==> config.mk <==
export PLATFORM = sky130hd
export DESIGN_NAME = mod_seq_ctrl
export DESIGN_NICKNAME = d
export VERILOG_FILES = /design/src/rtl/mod_pkg.sv /design/src/rtl/mod_symbol_timer.sv /design/src/rtl/mod_seq_ctrl.sv
export SDC_FILE = /design/constraint.sdc
export NUM_CORES = 1
export LEC_CHECK = 0
export ABC_AREA = 1
export BUFFER_PORTS_ARGS = -buffer_cell sky130_fd_sc_hd__buf_4
export CAP_MARGIN = 20
export CORE_AREA = 5 5 42 44
export DETAILED_ROUTE_END_ITERATION = 6
export DIE_AREA = 0 0 47 49
export GPL_ROUTABILITY_DRIVEN = 0
export HOLD_SLACK_MARGIN = 0.08
export PLACE_DENSITY = 0.71
export SLEW_MARGIN = 15
export SYNTH_ARGS = -nofsm -noshare
export SYNTH_HDL_FRONTEND = slang
export SYNTH_HIERARCHICAL = 1
export SYNTH_SLANG_ARGS = --single-unit
==> constraint.sdc <==
create_clock -name clock -period 2.3 [get_ports clock]
set_input_delay 0.23 -clock clock [delete_from_list [all_inputs] [get_ports clock]]
set_output_delay 0.23 -clock clock [all_outputs]
set_load 0.02 [all_outputs]
==> src/rtl/mod_pkg.sv <==
// Shared definitions for the modulator datapath: sequencer state encoding
// and the default symbol-timing / FIR-priming parameters.
package mod_pkg;

    typedef enum logic [1:0] {
        ST_IDLE  = 2'd0,
        ST_PRIME = 2'd1,
        ST_RUN   = 2'd2,
        ST_DRAIN = 2'd3
    } seq_state_e;

    // Symbol period is 2**NB_COUNT_DEF clocks; the FIR has N_PRIME_DEF+1 taps.
    localparam int NB_COUNT_DEF = 3;
    localparam int N_PRIME_DEF  = 7;

endpackage

==> src/rtl/mod_symbol_timer.sv <==
// Free-running symbol phase counter; emits a one-clock strobe at the last
// phase of each symbol period while running and not held.
module mod_symbol_timer
    import mod_pkg::*;
#(
    parameter int NB_COUNT = NB_COUNT_DEF
) (
    input  logic clock,
    input  logic i_reset,
    input  logic i_run,
    input  logic i_hold,
    output logic o_valid
);

    logic [NB_COUNT-1:0] count_q, count_d;

    always_comb begin
        count_d = count_q;
        if (!i_run) begin
            count_d = '0;
        end else if (!i_hold) begin
            count_d = count_q + NB_COUNT'(1);
        end
    end

    // NOTE: sequential state uses non-blocking assignments so every flop
    // samples the pre-edge values regardless of process ordering.
    always_ff @(posedge clock) begin
        if (!i_reset) begin
            count_q <= '0;
        end else begin
            count_q <= count_d;
        end
    end

    assign o_valid = i_run && (count_q == '1) && !i_hold;

endmodule

==> src/rtl/mod_seq_ctrl.sv <==
// Start/stop sequencer for the PRBS + FIR modulator: primes the FIR, runs,
// then drains it with zero symbols before returning to idle.
module mod_seq_ctrl
    import mod_pkg::*;
#(
    parameter int NB_COUNT = NB_COUNT_DEF,
    parameter int N_PRIME  = N_PRIME_DEF,
    parameter int NB_SYM   = 4
) (
    input  logic       clock,
    input  logic       i_reset,
    input  logic       i_start,
    input  logic       i_stop,
    input  logic       i_hold,
    output logic       o_valid,
    output logic       o_prbs_enable,
    output logic       o_fir_enable,
    output logic       o_flush,
    output logic       o_out_valid,
    output logic [1:0] o_state
);

    localparam logic [NB_SYM-1:0] LAST_SYM = NB_SYM'(N_PRIME - 1);

    seq_state_e        state_q, state_d;
    logic [NB_SYM-1:0] sym_q, sym_d;
    logic              sym_valid;
    logic              last_sym;

    mod_symbol_timer #(
        .NB_COUNT (NB_COUNT)
    ) u_timer (
        .clock   (clock),
        .i_reset (i_reset),
        .i_run   (state_q != ST_IDLE),
        .i_hold  (i_hold),
        .o_valid (sym_valid)
    );

    assign last_sym = sym_valid && (sym_q == LAST_SYM);

    // NOTE: every signal driven here gets a default first, so no path
    // through the case leaves it unassigned and no latch is inferred.
    always_comb begin
        state_d       = state_q;
        sym_d         = sym_q;
        o_prbs_enable = 1'b0;
        o_fir_enable  = 1'b0;
        o_flush       = 1'b0;
        o_out_valid   = 1'b0;

        unique case (state_q)
            ST_IDLE: begin
                if (i_start && !i_stop) state_d = ST_PRIME;
            end
            ST_PRIME: begin
                o_prbs_enable = 1'b1;
                o_fir_enable  = 1'b1;
                if (i_stop)        state_d = ST_IDLE;
                else if (last_sym) state_d = ST_RUN;
            end
            ST_RUN: begin
                o_prbs_enable = 1'b1;
                o_fir_enable  = 1'b1;
                o_out_valid   = sym_valid;
                if (i_stop) state_d = ST_DRAIN;
            end
            ST_DRAIN: begin
                o_fir_enable = 1'b1;
                o_flush      = 1'b1;
                o_out_valid  = sym_valid;
                if (last_sym) state_d = ST_IDLE;
            end
            default: state_d = ST_IDLE;
        endcase

        // Symbols are only counted while priming or draining; any state
        // change restarts the count.
        if (state_d != state_q) begin
            sym_d = '0;
        end else if (sym_valid && (state_q == ST_PRIME || state_q == ST_DRAIN)) begin
            sym_d = sym_q + NB_SYM'(1);
        end
    end

    always_ff @(posedge clock) begin
        if (!i_reset) begin
            state_q <= ST_IDLE;
            sym_q   <= '0;
        end else begin
            state_q <= state_d;
            sym_q   <= sym_d;
        end
    end

    assign o_valid = sym_valid;
    assign o_state = state_q;

endmodule

### Word level (Yosys, flattened, before mapping)

Cells that the tools add are included.

* bitwise logic cells: 1
* equality and inequality tests: 6
* reductions and logical operators: 15
* mux-type cells: 10
* add/subtract/negate cells: 2

Operator list (count)
* 2-bit 2-to-1 mux: 5
* 2-bit case mux with 4 select lines: 1
* 2-bit OR reduction: 3
* 1-bit logical AND: 5
* 4-bit by 1-bit adder with 4-bit output, second input constant: 1
* 2-bit equality test, second input constant: 2
* 4-bit by 3-bit equality test with 1-bit output, second input constant: 1
* 1-bit 2-to-1 mux: 4
* 3-bit by 1-bit adder with 3-bit output, second input constant: 1
* 3-bit equality test, second input constant: 1
* 3-bit OR reduction: 1
* 2-bit by 1-bit equality test with 1-bit output, second input constant: 1
* 1-bit logical NOT: 2
* 2-bit logical NOT: 1
* 2-bit != test: 1
* 2-bit AND reduction: 1
* 2-bit nonzero test: 1
* 1-bit logical OR: 1
* 1-bit inverter: 1

* logic and storage cells: 37
* bits of input ports: 5
* bits in registers: 9

### Depth between registers and ports, before layout

Gate-level depths: netlist of run 1.

* depth after elaboration: 9
* depth in mapped cells: 16
* gate-level depth less buffers: 16

### Hierarchy

The synthesis of run 1 kept the hierarchy.

By module, submodules not included
* mod_seq_ctrl: area each 484.2 µm², cells an instance 71, seq. area each 120.1 µm², times used 1
* mod_symbol_timer: area each 156.4 µm², cells an instance 24, seq. area each 60.1 µm², times used 1

### Worst setup path before layout of run 1

No wires, ideal clock.

* path type: register -> register
* from: reg state_q[0] (netlist: o_state[0])
* to: reg sym_q[3]
* path slack: 0.155 ns
* clock period less this slack: 2.145 ns
* buffers on the path: 0
* stages on the path, launching flop included: 12
* arrival: 2.081 ns
* path through: dfxtp_1 -> inv_1 -> ha_1 -> inv_1 -> nand2_1 -> nor2_1 -> o21ai_0 -> inv_1 -> nand4_1 -> xnor2_1 -> inv_1 -> nor2_1

* word-level cells in the longest chain between the ends: 9
* elaborated cells between the ends (all ways): 18
* those cells by class: eq/ne (4); mux (6); reduce/logical (8)

Ends and longest elaborated chain
* start: declaration: RTL line mod_seq_ctrl.sv:25 `seq_state_e state_q, state_d;`
* start signal: assignment: RTL line mod_seq_ctrl.sv:91 `state_q <= state_d;`
* 2-bit nonzero test *: RTL line mod_seq_ctrl.sv:35 `.i_run (state_q != ST_IDLE),`
* 1-bit logical AND * (2 in series): RTL line mod_symbol_timer.sv:36 `assign o_valid = i_run && (count_q == '1) && !i_hold;`
* named net o_valid: RTL line mod_seq_ctrl.sv:15 `output logic o_valid,`
* 1-bit logical AND: RTL line mod_seq_ctrl.sv:40 `assign last_sym = sym_valid && (sym_q == LAST_SYM);`
* 2-bit 2-to-1 mux: RTL line mod_seq_ctrl.sv:60 `else if (last_sym) state_d = ST_RUN;`
* 2-bit 2-to-1 mux: RTL line mod_seq_ctrl.sv:59 `if (i_stop) state_d = ST_IDLE;`
* 2-bit case mux with 4 select lines: RTL line mod_seq_ctrl.sv:52 `unique case (state_q)`
* 2-bit != test: RTL line mod_seq_ctrl.sv:79 `if (state_d != state_q) begin`
* 2-bit OR reduction (no line)
* end signal: assignment: RTL line mod_seq_ctrl.sv:92 `sym_q <= sym_d;`
* end: declaration: RTL line mod_seq_ctrl.sv:26 `logic [NB_SYM-1:0] sym_q, sym_d;`

The timed path passes the listed nets; every way through them passes the cells marked *.
A chain may end at the register's enable or synchronous reset.

### Worst setup path after layout of run 1

* from: reg state_q[1] (netlist: o_state[1])
* to: reg sym_q[2]

* word-level cells in the longest chain between the ends: 9
* elaborated cells between the ends (all ways): 18
* those cells by class: eq/ne (4); mux (6); reduce/logical (8)

Ends and longest elaborated chain (RTL line)
* 2-bit nonzero test: mod_seq_ctrl.sv:35
* 1-bit logical AND (2 in series): mod_symbol_timer.sv:36
* 1-bit logical AND: mod_seq_ctrl.sv:40
* 2-bit 2-to-1 mux: mod_seq_ctrl.sv:60
* 2-bit 2-to-1 mux: mod_seq_ctrl.sv:59
* 2-bit case mux with 4 select lines: mod_seq_ctrl.sv:52
* 2-bit != test: mod_seq_ctrl.sv:79
* 2-bit OR reduction (no line)

Parallel ways exist; a longest one is shown, timed or not.

==> results of run 1 <==
==> metrics by stage <==
| stage | hold WS, ps | total power [mW] | cells | area (µm²) |
|---|---|---|---|---|
| 2_1_floorplan | 362 | 0.193 | 95 | 641 |
| 3_3_place_gp | 502 | 0.210 | 122 | 743 |
| 3_5_place_dp | 510 | 0.211 | 122 | 743 |
| 4_1_cts | 231 | 0.336 | 126 | 769 |
| 5_1_grt | 240 | 0.356 | 126 | 769 |
| 6_report | 232 | 0.330 | 126 | 769 |
==> logic make-up after synthesis <==
family,synth area share
buffers and inverters,0.117
and+or+nand+nor,0.316
AOI/OAI and AO/OA,0.0684
DFF,0.281
xor gates and xnor gates,0.0410
adders and majority gates,0.176
==> cells in the final DEF, fill, tap and decap left out <==
| cell | instances |
|---|---|
| ha_1 | 9 |
| o21ai_0 | 4 |
| nand3_2 | 3 |
| xnor2_1 | 1 |
| a21oi_2 | 1 |
| or2_1 | 1 |
| nand2_1 | 21 |
| nand4_1 | 1 |
| nand3_1 | 3 |
| a21oi_1 | 3 |
| inv_1 | 20 |
| nor2_2 | 1 |
| clkbuf_1 | 1 |
| dfxtp_1 | 9 |
| buf_4 | 11 |
| xor2_1 | 2 |
| clkbuf_4 | 3 |
| nor2_1 | 16 |
==> flip-flops by register name (all words and copies together) (netlist names) <==
register	flops
o_state	2
sym_q	4
u_timer/count_q	3
==> final timing paths <==
| kind | endpoint | slack (ps) | cells after the start |
|---|---|---|---|
| hold / removal | o_state[0] | 230 | 3 |
| setup reg to reg | sym_q[2] | 320 | 16 |
| hold reg to reg | u_timer/count_q[1] | 530 | 4 |
| setup / recovery | sym_q[2] | 320 | 16 |
==> metal layers <==
layer	global-route usage	vias to the layer above	wire length (µm)
met3	0.0369	2	30
li1	-	315	-
met5	0	-	0
met2	0.174	5	569
met4	0.0691	0	8
met1	0.162	243	563
==> final cells by class <==
class                           count  area share
Tap cell                           16      0.0260
Inverter                           20      0.0976
Timing Repair Buffer               11       0.107
Clock buffer                        4      0.0341
Multi-Input combinational cell     66       0.501
Sequential cell                     9       0.234
==> critical path: stages, from the launching register on <==
cell	delay, ps
dfxtp_1	430
inv_1	160
ha_1	210
inv_1	70
nand2_1	50
nor2_1	220
nand2_1	80
inv_1	80
nand2_1	60
nand2_1	60
nand2_1	50
nand2_1	50
nand2_1	60
nand2_1	90
nand3_2	70
nand3_2	100
nor2_1	40
==> where the power goes <==
group / internal (mW) / total, mW / switching (mW)
clock network: 0.0669 / 0.123 / 0.0564
logic: 0.0192 / 0.0462 / 0.0270
registers: 0.158 / 0.161 / 0.00272
==> reports/summary.txt, run 1 <==
DIE
--------------------------------------------------------------------------------
Starting density of the core                                               0.457
Site Rows                                                                     14
Vertical extent of the die                                                 49 µm
Area of the core                                                        1400 µm²
Die X-Extent                                                               47 µm
Number of top-level design ports                                              12
Die Outline Area                                                        2300 µm²

PLACEMENT
--------------------------------------------------------------------------------
Worst slack after detailed placement                                      319 ps
Count of buffers from port buffering                                          11
Half-perimeter wire length of the detailed placement result               951 µm

WORST HOLD PATH
--------------------------------------------------------------------------------
Worst Hold Launch                                                        i_reset
Worst min path class                                                   in -> reg

CELLS AND AREA
--------------------------------------------------------------------------------
Count of nets after finishing                                                125
Total area of multi-input combinational cells                            385 µm²
Sequential cell area                                                     180 µm²
Util after Layout                                                          0.549
Synth-to-layout area growth                                                20.1%
Fraction of layout cells with a size suffix above 1                        0.173
Count of antenna diodes in the layout                                          0
Filler cell count                                                            140

CLOCK NETWORK
--------------------------------------------------------------------------------
Number of buffers created by CTS                                               3
Latest clock arrival within the worst-skew pair                           260 ps
Maximum number of buffers from clock root to sink                              2
Count of H-tree levels built during CTS                                        1
Count of hold-fix buffers inserted at cts                                      0
TritonCTS clock tree                                                         yes
Post-CTS Setup Bufs                                                            0
Clock tree root driver cell                                             clkbuf_4
Count of instances resized after the clock tree is built                       0
Clock transition at path regs                                              60 ps
Sinks on Clock Net                                                             9

ROUTE
--------------------------------------------------------------------------------
Total DRC errors in the routed layout                                          0
Remaining antenna violation count after routing                                0
Routed vias/inst                                                            4.48
Routed Wire Length                                                       1170 µm
WL/cell                                                                  9.29 µm
First-pass iteration count of the detailed router                              4
Number of DRC violations after detailed-routing iteration 0                   10
Total number of vias                                                         565

WORST SETUP PATH
--------------------------------------------------------------------------------
Peak fanout along the critical path                                            6
Type of element launching the critical path                            flip-flop
Data arrival time of the critical path                                   2140 ps
Kind of critical path                                                 reg -> reg
Data required time of the worst path                                     2450 ps
Crit end category                                                      flip-flop
Worst r2r src                                                         o_state[1]
Timing startpoint of the critical path                                o_state[1]

TIMING
--------------------------------------------------------------------------------
Worst rel slew slack                                                       0.689
Clock tree skew after final layout                                       4.25 ps
Final period demand of the worst path                                    1980 ps
Number of failing hold endpoints at the final stage                            0
Accumulated negative setup slack                                            0 ps
Final clock period utilization by the worst path                           0.862
Achievable clock frequency                                             0.504 GHz
Final Setup Violations                                                         0
Least-Margin Pin Slew                                                     461 ps
Final number of max-transition violations                                      0
Unrepaired setup endpoints after global routing                            false
Worst setup margin                                                        317 ps

SYNTHESIS
--------------------------------------------------------------------------------
Share of synthesized flip-flops with an asynchronous set or reset              0
Ranking of synthesized cells by area                                dfxtp_1 28%, ha_1 18%, nand2_1 12%, inv_1 12%, nor2_1 9.4%
Sequential-to-total area share from yosys stat                             0.281
Mean Syn Cell Area                                                      6.74 µm²
Number of synthesized register bits                                            9
Number of instances in the synthesized netlist                                95
Synth unique cells                                                            15
Library cell with the highest instance count after synthesis             nand2_1
Mapped Area                                                              641 µm²
Area leader, netlist                                                     dfxtp_1
Share of the synthesized area in the top cell type                         0.281
Most numerous cell types in the synthesized netlist                 21 x nand2_1, 20 x inv_1, 16 x nor2_1
Post-synth top flop                                                      dfxtp_1
Warning count from the yosys run                                               6
Number of enable-type register cells in the synthesized netlist                0
Number of nets in the synthesized netlist                                    109

GRT
--------------------------------------------------------------------------------
Maximum number of pins on one net before global-route repair                   8
Initial antenna violation count                                                0
Vias in the first global route                                               535
Global router's overall resource usage                                     0.124
Wire length of the first global-routing pass                             2110 µm
Total grt overflow                                                             0

FLOW RUN
--------------------------------------------------------------------------------
Number of max-capacitance violations reported                                  0

PWR
--------------------------------------------------------------------------------
Pwr Density                                                           429 nW/µm²
Worst supply voltage drop on vdd                                        0.287 mV
Leakage power                                                           0.391 nW

OUTCOME
--------------------------------------------------------------------------------
Run status                                                          finished, final reports clean

Power figures use the tool's default switching activity.
==> run 2, diff against run 1 <==
CTS_CLUSTER_DIAMETER = 150   (was not set)
SETUP_SLACK_MARGIN = 0.4   (was not set)
==> run 2 against run 1 <==
Against the previous run:
- utilization up 1.1 points
- cell area up 2.0%
- critical path depth unchanged
- largest cell class unchanged
- hold slack better by 9.4 ps
- global-route usage down 0.86 points
- clock skew down 3.7 ps
- power down 1.4%
- sequential share of layout area up 0.51 points
- combinational power up 1%
- setup slack better by 260 ps
- flip-flop and latch count unchanged
==> reports/summary.txt, run 2 (synthesized netlist as in run 1, its figures left out) <==
WORST SETUP PATH
---------------------------------------------------------------------------
Worst r2r src                                                    o_state[0]
Type of element launching the critical path                       flip-flop
Depth of the worst register-to-register path                             16
Data arrival time of the critical path                              1870 ps
Data required time of the worst path                                2450 ps
Crit end category                                                 flip-flop
Peak fanout along the critical path                                       7
Reg2reg setup slack                                                  580 ps
Kind of critical path                                            reg -> reg
Worst reg2reg path endpoint                                        sym_q[2]

ROUTE
---------------------------------------------------------------------------
Number of DRC violations after detailed-routing iteration 0              12
Total DRC errors in the routed layout                                     0
Total number of vias                                                    572
Routed Wire Length                                                  1160 µm
First-pass iteration count of the detailed router                         4
WL/cell                                                             9.17 µm
Remaining antenna violation count after routing                           0
Routed vias/inst                                                       4.54

GRT
---------------------------------------------------------------------------
Wire length of the first global-routing pass                        1990 µm
Vias in the first global route                                          510
Global router's overall resource usage                                0.115
Maximum number of pins on one net before global-route repair              8
Total grt overflow                                                        0
Initial antenna violation count                                           0

CELLS AND AREA
---------------------------------------------------------------------------
Fraction of layout cells with a size suffix above 1                   0.218
Largest register FFs                                                      4
Most common cell after layout, fill and taps aside                  nand2_1
Count of antenna diodes in the layout                                     0
Synth-to-layout area growth                                           22.5%
Commonest cells after routing, fill and taps aside             21 x nand2_1, 18 x inv_1, 15 x nor2_1, 11 x buf_4, 9 x ha_1
Count of nets after finishing                                           125
Util after Layout                                                     0.560
Largest register by flop count                                        sym_q
Filler cell count                                                       142

TIMING
---------------------------------------------------------------------------
Clock tree skew after final layout                                 0.569 ps
Final period demand of the worst path                               1720 ps
Accumulated negative setup slack                                       0 ps
Worst-case hold slack                                                242 ps
Number of failing hold endpoints at the final stage                       0
Unrepaired setup endpoints after global routing                       false
Final Setup Violations                                                    0
Final number of max-transition violations                                 0
Achievable clock frequency                                        0.581 GHz
Final clock period utilization by the worst path                      0.748
Least-Margin Pin Slew                                                322 ps
Worst rel slew slack                                                  0.783

PLACEMENT
---------------------------------------------------------------------------
Count of buffers from port buffering                                     11
Half-perimeter wire length of the detailed placement result          961 µm

WORST HOLD PATH
---------------------------------------------------------------------------
Worst Hold Launch                                                   i_reset
Hold Path End                                                    o_state[1]
Number of instances on the worst hold path                                3
Worst min path class                                              in -> reg

CLOCK NETWORK
---------------------------------------------------------------------------
Count of instances resized after the clock tree is built                  0
Clock transition at path regs                                         60 ps
TritonCTS clock tree                                                    yes
Count of H-tree levels built during CTS                                   1
Clock tree root driver cell                                        clkbuf_4
Maximum number of buffers from clock root to sink                         2
Sinks on Clock Net                                                        9
Latest clock arrival within the worst-skew pair                      250 ps
Number of buffers created by CTS                                          3
Post-CTS Setup Bufs                                                       0
Count of hold-fix buffers inserted at cts                                 0

DIE
---------------------------------------------------------------------------
Vertical extent of the die                                            49 µm
Die Outline Area                                                   2300 µm²
Die X-Extent                                                          47 µm
Starting density of the core                                          0.457
Area of the core                                                   1400 µm²
Site Rows                                                                14
Number of top-level design ports                                         12

PWR
---------------------------------------------------------------------------
Leakage power                                                      0.392 nW
Worst supply voltage drop on vdd                                   0.316 mV
Pwr Density                                                      415 nW/µm²

OUTCOME
---------------------------------------------------------------------------
Run status                                                     finished, final reports clean

FLOW RUN
---------------------------------------------------------------------------
Number of max-capacitance violations reported                             0

==> run 2: changes by cell type in the layout (fill, tap and decap cells not counted) <==
| cell | delta |
|---|---|
| dfxtp_1 | -2 |
| dfxtp_4 | +2 |
| inv_1 | -2 |
| inv_2 | +2 |
| nor2_1 | -1 |
| nor2_4 | +1 |
| o21ai_0 | -1 |
| o21ai_1 | +1 |
==> run 2: power by group <==
| group | leakage [nW] | internal (mW) | switching (mW) |
|---|---|---|---|
| combinational | 0.303 | 0.0193 | 0.0275 |
| clock | 0.0150 | 0.0667 | 0.0524 |
| sequential | 0.0742 | 0.157 | 0.00309 |
| total | 0.392 | 0.243 | 0.0829 |
==> run 2: layout make-up <==
cell class                 instances  area [µm²]  area share
timing repair buffer              11        82.6       0.105
inverter                          20        75.1      0.0957
sequential                         9         188       0.239
tap                               16        20.0      0.0255
multi-input combinational         66         393       0.501
clock buffer                       4        26.3      0.0335
==> run 2: worst max path at each step <==
stage | startpoint | endpoint | slack [ps] | cells past startpoint
floorplan | o_state[0] | sym_q[2] | 430 | 16
global placement | o_state[0] | sym_q[3] | 510 | 11
detailed placement | o_state[0] | sym_q[2] | 460 | 16
CTS | o_state[0] | sym_q[3] | 450 | 11
global route | o_state[0] | sym_q[0] | 410 | 16
finish | o_state[0] | sym_q[2] | 580 | 16
==> run 2: critical path, cell delays in order (launching register included) <==
cell     delay [ps]
dfxtp_4         380
inv_2            60
ha_1            190
inv_1            70
nand2_1          90
nor2_4          120
nand2_1          60
inv_1            60
nand2_1          70
nand2_1          70
nand2_1          50
nand2_1          50
nand2_1          60
nand2_1          90
nand3_2          70
nand3_2          90
nor2_1           40
==> run 2: per-layer routing <==
metal | up-vias | part of all wire | track usage
met5 | - | 0 | 0
met4 | 0 | 0 | 0.0599
met3 | 0 | 0.033 | 0.0221
met2 | 10 | 0.49 | 0.167
met1 | 242 | 0.48 | 0.155
li1 | 320 | - | -
==> run 2: stage by stage <==
stage / area (µm²) / setup WS, ps / instances / total power [mW]
floorplan: 646 / 430 / 95 / 0.193
finish: 785 / 578 / 126 / 0.326
global route: 785 / 409 / 126 / 0.355
CTS: 774 / 453 / 126 / 0.333
global placement: 748 / 515 / 122 / 0.210
detailed placement: 748 / 462 / 122 / 0.211
==> run 3, diff against run 2 <==
clock period = 1.7 ns   (was 2.3 ns; I/O delays follow)
==> run 3 against run 2 <==
Against the previous run:
- highest routed layer unchanged
- flip-flop and latch count unchanged
- hold slack worse by 28 ps
- utilization increased by 16 points
==> reports/summary.txt, run 3 (synthesized netlist as in run 1, its figures left out) <==
CELLS AND AREA
---------------------------------------------------------------------------
Count of nets after finishing                                           133
Largest register FFs                                                      4
Total area of multi-input combinational cells                       526 µm²
Commonest cells after routing, fill and taps aside             16 x buf_4, 15 x inv_1, 15 x nand2_1, 13 x nor2_1
Synth-to-layout area growth                                           56.6%
Filler cell count                                                       108
Sequential cell area                                                190 µm²
Fraction of layout cells with a size suffix above 1                   0.466
Util after Layout                                                     0.716
Layout Cells excl Fill                                                  134
Count of antenna diodes in the layout                                     0
Most common cell after layout, fill and taps aside                    buf_4
Largest register by flop count                                        sym_q
Non-Filler Cell Area, Final                                        1000 µm²

PLACEMENT
---------------------------------------------------------------------------
Count of buffers from port buffering                                     11
Half-perimeter wire length of the detailed placement result         1030 µm
Placed instance area                                                816 µm²
Number of cells after detailed placement                                126
Worst slack after detailed placement                                52.6 ps

ROUTE
---------------------------------------------------------------------------
Remaining antenna violation count after routing                           0
Total DRC errors in the routed layout                                     0
First-pass iteration count of the detailed router                         5
Number of DRC violations after detailed-routing iteration 0               9
Total number of vias                                                    614
Routed Wire Length                                                  1370 µm
WL/cell                                                             10.2 µm
Routed vias/inst                                                       4.58

FLOW RUN
---------------------------------------------------------------------------
Number of max-capacitance violations reported                             0

CLOCK NETWORK
---------------------------------------------------------------------------
Clock tree root driver cell                                        clkbuf_4
Number of buffers created by CTS                                          3
Count of H-tree levels built during CTS                                   1
Maximum number of buffers from clock root to sink                         2
TritonCTS clock tree                                                    yes
Latest clock arrival within the worst-skew pair                      260 ps
Sinks on Clock Net                                                        9
Clock transition at path regs                                         60 ps

PWR
---------------------------------------------------------------------------
Overall power                                                      0.469 mW
Cell-internal power                                                0.340 mW
Comb power frac                                                       0.187
Sw Share                                                              0.275
Share of total power in sequential cells                              0.461
Power dissipated by switching net loads                            0.129 mW
Leakage power                                                      0.449 nW
Power share of the clock group                                        0.351
Worst supply voltage drop on vdd                                   0.520 mV
Pwr Density                                                      467 nW/µm²

TIMING
---------------------------------------------------------------------------
Final Setup Violations                                                    0
Final period demand of the worst path                               1550 ps
Achievable clock frequency                                        0.643 GHz
Worst rel slew slack                                                  0.669
Accumulated negative setup slack                                       0 ps
Final number of max-transition violations                                 0
Clock tree skew after final layout                                  9.46 ps
Unrepaired setup endpoints after global routing                        true
Worst setup margin                                                   146 ps
Worst-case hold slack                                                214 ps
Number of failing hold endpoints at the final stage                       0
Final clock period utilization by the worst path                      0.914
Least-Margin Pin Slew                                                492 ps

DIE
---------------------------------------------------------------------------
Number of top-level design ports                                         12
Area of the core                                                   1400 µm²
Vertical extent of the die                                            49 µm
Starting density of the core                                          0.457
Die X-Extent                                                          47 µm
Die Outline Area                                                   2300 µm²
Site Rows                                                                14

GRT
---------------------------------------------------------------------------
Initial antenna violation count                                           0
Wire length of the first global-routing pass                        2260 µm
Maximum number of pins on one net before global-route repair              8
Vias in the first global route                                          534
Global router's overall resource usage                                0.137
Total grt overflow                                                        0

OUTCOME
---------------------------------------------------------------------------
Run status                                                     finished, final reports clean

WORST HOLD PATH
---------------------------------------------------------------------------
Worst min path class                                              in -> reg

WORST SETUP PATH
---------------------------------------------------------------------------
Peak fanout along the critical path                                       4
Reg2reg setup slack                                                  150 ps
Data required time of the worst path                                1910 ps
Data arrival time of the critical path                              1760 ps
Kind of critical path                                            reg -> reg
Crit end category                                                 flip-flop
Type of element launching the critical path                       flip-flop

[run 3: cell types whose count changed in the layout (fill, tap and decap cells not counted), sizes merged]
cell / change
buf: +8
[run 3: worst max-delay path, cell delays in order (launching register included)]
cell	delay, ps
dfxtp_4	360
inv_6	40
ha_4	160
inv_4	50
nand2_4	50
nor2_4	100
nand2_2	60
inv_2	60
nand3_2	90
nand3_4	100
a21oi_1	80
nor2_2	140
nand3_4	100
nor2_1	100
[run 3: per-layer routing]
layer	global-route usage	share of wire
met4	0.0461	0
met2	0.210	0.54
met3	0.0886	0.056
met1	0.148	0.40
met5	0	0
[run 3: path summary, 6_finish.rpt]
kind / to / cells after the start / startpoint
max: sym_q[0] / 13 / o_state[1]
min reg2reg: sym_q[3] / 3 / sym_q[3]
min: o_state[0] / 3 / i_reset
max reg2reg: sym_q[0] / 13 / o_state[1]
[run 3: power by group through the flow]
stage               clock, mW  sequential (mW)  combinational, mW
floorplan                   0            0.223             0.0419
global placement            0            0.219             0.0714
detailed placement          0            0.219             0.0724
CTS                     0.173            0.216             0.0792
global route            0.188            0.216             0.0961
finish                  0.165            0.216             0.0879
[run 3: repair_timing]
| item | in CTS | in global routing |
|---|---|---|
| pin swaps | 9 | 3 |
| endpoints found under the setup margin | 10 | 10 |
| hold buffers | 0 | 0 |
| setup buffers | 2 | 2 |
| gates resized for setup | 21 | 13 |
[run 3: area by class of cell]
type	count	share of cell area
multi-input cells	66	0.524
inverters	20	0.0873
well taps	16	0.0200
clock buffers	4	0.0262
repair buffers	19	0.153
flip-flops and latches	9	0.190
